`src/rtl/xmult_arbiter.sv`:
```
// xmult_arbiter: round-robin arbiter and sequencer that shares one 16x16
// unsigned multiplier peripheral between two requesters. A granted request
// walks LOAD_A -> LOAD_B -> READ -> DONE. The product is captured into that
// requester's result register, and done pulses for one cycle.
module xmult_arbiter #(
  parameter int OP_W  = 16,
  parameter int RES_W = 2 * OP_W
) (
  input  logic             clk,
  input  logic             rst,          // asynchronous, active-low
  input  logic             req0,
  input  logic             req1,
  input  logic [OP_W-1:0]  a0,
  input  logic [OP_W-1:0]  b0,
  input  logic [OP_W-1:0]  a1,
  input  logic [OP_W-1:0]  b1,
  output logic             gnt0,
  output logic             gnt1,
  output logic             done0,
  output logic             done1,
  output logic [RES_W-1:0] res0,
  output logic [RES_W-1:0] res1,
  output logic             busy,
  output logic             mult_sel,
  output logic [OP_W-1:0]  mult_number,
  output logic [1:0]       mult_addr,
  input  logic [RES_W-1:0] mult_data
);

  localparam logic [2:0] ST_IDLE   = 3'd0;
  localparam logic [2:0] ST_LOAD_A = 3'd1;
  localparam logic [2:0] ST_LOAD_B = 3'd2;
  localparam logic [2:0] ST_READ   = 3'd3;
  localparam logic [2:0] ST_DONE   = 3'd4;

  logic [2:0]       state_reg;
  logic [2:0]       state_next;
  // The last-served pointer also identifies the owner of the operation in
  // flight. It updates to the winner on grant and holds until the next grant.
  logic             ptr_reg;
  logic [OP_W-1:0]  a_reg;
  logic [OP_W-1:0]  b_reg;
  logic [RES_W-1:0] res0_reg;
  logic [RES_W-1:0] res1_reg;
  logic             any_req;
  logic             winner;

  assign any_req = req0 | req1;
  // On a tie the requester that was not served last wins. With one request,
  // that requester wins: when req1 is low, the winner is requester 0.
  assign winner  = (req0 & req1) ? ~ptr_reg : req1;

  // Next-state sequencing. Requests are only evaluated in IDLE.
  always_comb begin
    state_next = state_reg;
    case (state_reg)
      ST_IDLE:   if (any_req) state_next = ST_LOAD_A;
      ST_LOAD_A: state_next = ST_LOAD_B;
      ST_LOAD_B: state_next = ST_READ;
      ST_READ:   state_next = ST_DONE;
      ST_DONE:   state_next = ST_IDLE;
      default:   state_next = ST_IDLE;
    endcase
  end

  // State, pointer and operand latch. The operands are frozen at grant, so
  // later changes to a/b do not affect the operation in flight.
  always_ff @(posedge clk or negedge rst) begin
    if (!rst) begin
      state_reg <= ST_IDLE;
      ptr_reg   <= 1'b1;
      a_reg     <= '0;
      b_reg     <= '0;
    end else begin
      state_reg <= state_next;
      if (state_reg == ST_IDLE && any_req) begin
        ptr_reg <= winner;
        a_reg   <= winner ? a1 : a0;
        b_reg   <= winner ? b1 : b0;
      end
    end
  end

  // Result capture at the end of READ, into the owner's register only.
  always_ff @(posedge clk or negedge rst) begin
    if (!rst) begin
      res0_reg <= '0;
      res1_reg <= '0;
    end else if (state_reg == ST_READ) begin
      if (ptr_reg) res1_reg <= mult_data;
      else         res0_reg <= mult_data;
    end
  end

  // Multiplier port drive. This is decoded from state, so a reset clears it
  // immediately.
  always_comb begin
    mult_sel    = 1'b0;
    mult_addr   = 2'd0;
    mult_number = '0;
    case (state_reg)
      ST_LOAD_A: begin
        mult_sel    = 1'b1;
        mult_addr   = 2'd0;
        mult_number = a_reg;
      end
      ST_LOAD_B: begin
        mult_sel    = 1'b1;
        mult_addr   = 2'd1;
        mult_number = b_reg;
      end
      ST_READ: begin
        mult_addr   = 2'd2;
      end
      default: begin
        mult_sel    = 1'b0;
      end
    endcase
  end

  assign busy  = (state_reg != ST_IDLE);
  assign gnt0  = busy & ~ptr_reg;
  assign gnt1  = busy &  ptr_reg;
  assign done0 = (state_reg == ST_DONE) & ~ptr_reg;
  assign done1 = (state_reg == ST_DONE) &  ptr_reg;
  assign res0  = res0_reg;
  assign res1  = res1_reg;

endmodule

```
`config.mk`:
```
export PLATFORM = sky130hd
export DESIGN_NAME = xmult_arbiter
export DESIGN_NICKNAME = d
export VERILOG_FILES = /design/src/rtl/xmult_arbiter.sv
export SDC_FILE = /design/constraint.sdc
export NUM_CORES = 1
export LEC_CHECK = 0
export ABC_AREA = 1
export BUFFER_PORTS_ARGS = -buffer_cell sky130_fd_sc_hd__buf_2
export CAP_MARGIN = 40
export CORE_MARGIN = 2
export CORE_UTILIZATION = 44
export DETAILED_ROUTE_END_ITERATION = 8
export GPL_ROUTABILITY_DRIVEN = 0
export HOLD_SLACK_MARGIN = 0.08
export MAX_ROUTING_LAYER = met4
export PLACE_DENSITY = 0.82
export SYNTH_ARGS = -nofsm -noshare
export SYNTH_HDL_FRONTEND = slang
export SYNTH_SLANG_ARGS = --single-unit
```
`constraint.sdc`:
```
create_clock -name clk -period 1.5 [get_ports clk]
set_clock_uncertainty 0.2 [all_clocks]
set_input_delay 0.375 -clock clk [delete_from_list [all_inputs] [get_ports clk]]
set_output_delay 0.375 -clock clk [all_outputs]
set_load 0.02 [all_outputs]
```
==> impl_metrics.csv <==
group,metric,value,unit
cells_and_area,num-nets-final,1008,
clock_tree,htree_levels,3,
grt,grt_pass1_wl,28.97,mm
setup_path,cp_slowest_stage_delay,0.47,ns
synthesis,syn_avg_cell_area,7.595,um^2
route,wirelength,20.96,mm
cells_and_area,regArea,0.002507,mm^2
power_and_ir_drop,leakagePower,0.004666,uW
route,wl_per_cell,19.98,um
min_path,holdCritPathClass,"primary input to register",
setup_path,critPathKind,"register to output port",
die,die_area,0.01120,mm^2
cells_and_area,fillers,518,
cells_and_area,area_growth,85.22,%
synthesis,synth_fp_nets,701,
synthesis,synth_common_cells,"nand2_1 (360), dfrtp_1 (99), nand3_1 (81)",
die,start_util,44.82,%
die,row_count,37,
sta,finalSetupTns,-42.75,ns
synthesis,synth_area_leaders,"dfrtp_1 (54%), nand2_1 (30%), nand3_1 (8.9%), buf_2 (2.0%), clkbuf_1 (0.82%)",
clock_tree,clockBufferDepth,2,
grt,grt-ovfl-total,0,
synthesis,synthCells,601,
sta,whs,0.09844,ns
clock_tree,clk_pin_slew,0.11,ns
power_and_ir_drop,p_int,10880,uW
run_status,status,"complete, but fails checks",
job,cap_violations,0,
setup_path,slowest_stage,"dfrtp_2",
synthesis,post-synth-top-area-cell,"dfrtp_1",
power_and_ir_drop,powerDensity,2335,mW/mm^2
route,drtIter0Drc,517,
sta,final-max-slew-violation-count,0,
clock_tree,root_buffer,"clkbuf_8",
synthesis,ys_ff_latch,100,
sta,finalCritPeriodShare,139.6,%
clock_tree,cts_buffers,9,
route,detail-route-antenna-nets,0,
cells_and_area,antenna_cells,0,
power_and_ir_drop,max-vdd-ir-drop,1.159,mV
route,vias_per_cell,5.587,
synthesis,async_flop_share,100.0,%
sta,rsz0062_at_grt,"true",
synthesis,yosysTopAreaCellShare,54.28,%
setup_path,path_cells,"nor2_4 > nand2_8 > clkinv_8 > nand2_2 > nand2_2 > buf_6",
synthesis,ys.flop_type,"dfrtp_1",
route,firstDrtPassIters,5,
sta,period_needed,2.094,ns
cells_and_area,drive_gt1_share,44.80,%
grt,gr-usage-all-layers,34.49,%
die,coreArea,0.01018,mm^2
grt,grt_pass1_vias,5704,
setup_path,critPathRequiredTime,0.92,ns
sta,setup_viol,161,
synthesis,yosysSeqAreaShare,54.85,%
sta,layout_setup_ws,-0.5938,ns
run_status,violations,"setup timing",
die,die_h,105.9,um
setup_path,cp_common_cell,"nand2_2",
cells_and_area,multi_input_area,0.002298,mm^2
sta,fmax,0.4776,GHz
placement,numPortBuffers,187,
synthesis,synth-edff-count,0,
die,dieWidth,105.9,um
setup_path,cp-end-kind,"output port",
die,pin_count,188,
sta,hold_viol,0,
sta,slew-limit-headroom,77.57,%
sta,worst_pin_slew,0.3365,ns
power_and_ir_drop,combPwrFrac,64.4,%
power_and_ir_drop,seq_power_share,26.7,%
route,vias,5861,
synthesis,yosysWarnings,0,
setup_path,start_kind,"register",
grt,antenna_found_initial,0,
clock_tree,cts_tree,"yes",
clock_tree,cts_sinks,100,
route,route.detailed.drc,0,
setup_path,cp_max_fo,5,
placement,dpl.hpwl,9.452,mm
grt,grt_start_max_net_pins,36,
power_and_ir_drop,switching_power,8862,uW
synthesis,yosysMostFrequentCell,"nand2_1",
setup_path,cp.arrival,1.52,ns
synthesis,syn-cell-area,0.004564,mm^2
power_and_ir_drop,pwr-share-clk,8.9,%
power_and_ir_drop,switching_share,44.90,%
synthesis,synth_cell_types,17,
clock_tree,clk_latency,0.37,ns
[final timing paths]
path | startpoint | end | slack (ns) | cells after the start
max | state_reg[2]$_DFFE_PN0P_ | mult_number[0] | -0.59 | 6
min | b0[10] | b_reg[10]$_DFFE_PN0P_ | 0.1 | 5
max reg2reg | state_reg[2]$_DFFE_PN0P_ | res0[13]$_DFFE_PN0P_ | -0.47 | 9
min reg2reg | a_reg[6]$_DFFE_PN0P_ | a_reg[6]$_DFFE_PN0P_ | 0.30 | 2
max in group asynchronous | rst | res1[0]$_DFFE_PN0P_ | 0.34 | 3
min in group asynchronous | rst | res0[23]$_DFFE_PN0P_ | 0.26 | 2
[critical path, delay by kind of cell (launching register included)]
family	cells	cell delay, ns
flip-flops	1	0.47
buffers and inverters	2	0.22
AND/OR/NAND/NOR	4	0.46
[cell families after synthesis]
group           synth area share [%]
compound gates                0.2741
simple gates                   40.43
buf+inv                        4.441
flops                          54.85
[cell type report]
cell class	instances	share of cell area, %
Timing Repair Buffer	329	37.69
Clock buffer	9	1.465
Timing Repair inverter	2	0.3256
Tap cell	136	2.013
Sequential cell	100	29.66
Inverter	9	0.7548
Multi-Input combinational cell	457	27.19
Clock inverter	7	0.9028
[power by group through the flow]
stage	sequential, uW	combinational (uW)	clock [uW]
3_3_place_gp	4880	7190	0
5_1_grt	5350	13300	1890
4_1_cts	5040	10700	1750
3_5_place_dp	4860	7390	0
2_1_floorplan	5860	3630	0
6_report	5270	12700	1760
[cell usage in the layout, fill, tap and decap left out, types with 2 or more instances in the layout]
cell type / netlist / routed
nand2_8: 0 / 4
dlygate4sd3_1: 0 / 36
clkinv_4: 0 / 2
nand3_2: 1 / 4
nor2_4: 2 / 8
buf_4: 4 / 65
buf_16: 0 / 10
nand2_1: 360 / 290
nand3_4: 0 / 2
nand2_2: 4 / 44
buf_6: 0 / 97
nand2_4: 0 / 26
clkbuf_8: 0 / 9
buf_12: 0 / 17
clkinv_8: 0 / 3
dfrtp_1: 99 / 96
inv_4: 0 / 2
inv_6: 0 / 2
inv_1: 6 / 3
bufbuf_16: 0 / 4
dfrtp_2: 0 / 3
buf_2: 18 / 100
inv_8: 0 / 5
nand3_1: 81 / 76
[routing by layer]
metal	share of wire [%]	GRT usage [%]	wire, um	vias to the layer above
met2	49	60.00	10330	557
li1	-	-	-	2480
met5	0	-	0	-
met3	11	6.494	2361	143
met4	6.2	17.39	1303	0
met1	33	37.75	6960	2681
[metrics by stage]
stage               worst slack (ns)  cells  area (um^2)  power, uW  utilization [%]
floorplan                    -0.1563    601         4758       9486                -
global placement             -0.2145    922         6061      12070            59.51
detailed placement           -0.2630    922         6061      12250            59.51
CTS                          -0.6094   1018         7933      17520            77.89
global route                 -0.6553   1049         8454      20540            83.01
finish                       -0.5938   1049         8454      19740            83.01
[timing repair]
| item | in CTS | in global routing |
|---|---|---|
| setup buffers | 29 | 35 |
| hold endpoints to repair | 166 | 0 |
| resized for setup | 209 | 85 |
| pin swaps | 34 | 16 |
| cloned | 17 | 0 |
| hold buffers | 36 | 0 |
| endpoints found under the setup margin | 175 | 185 |
Power figures use the tool's default switching activity.
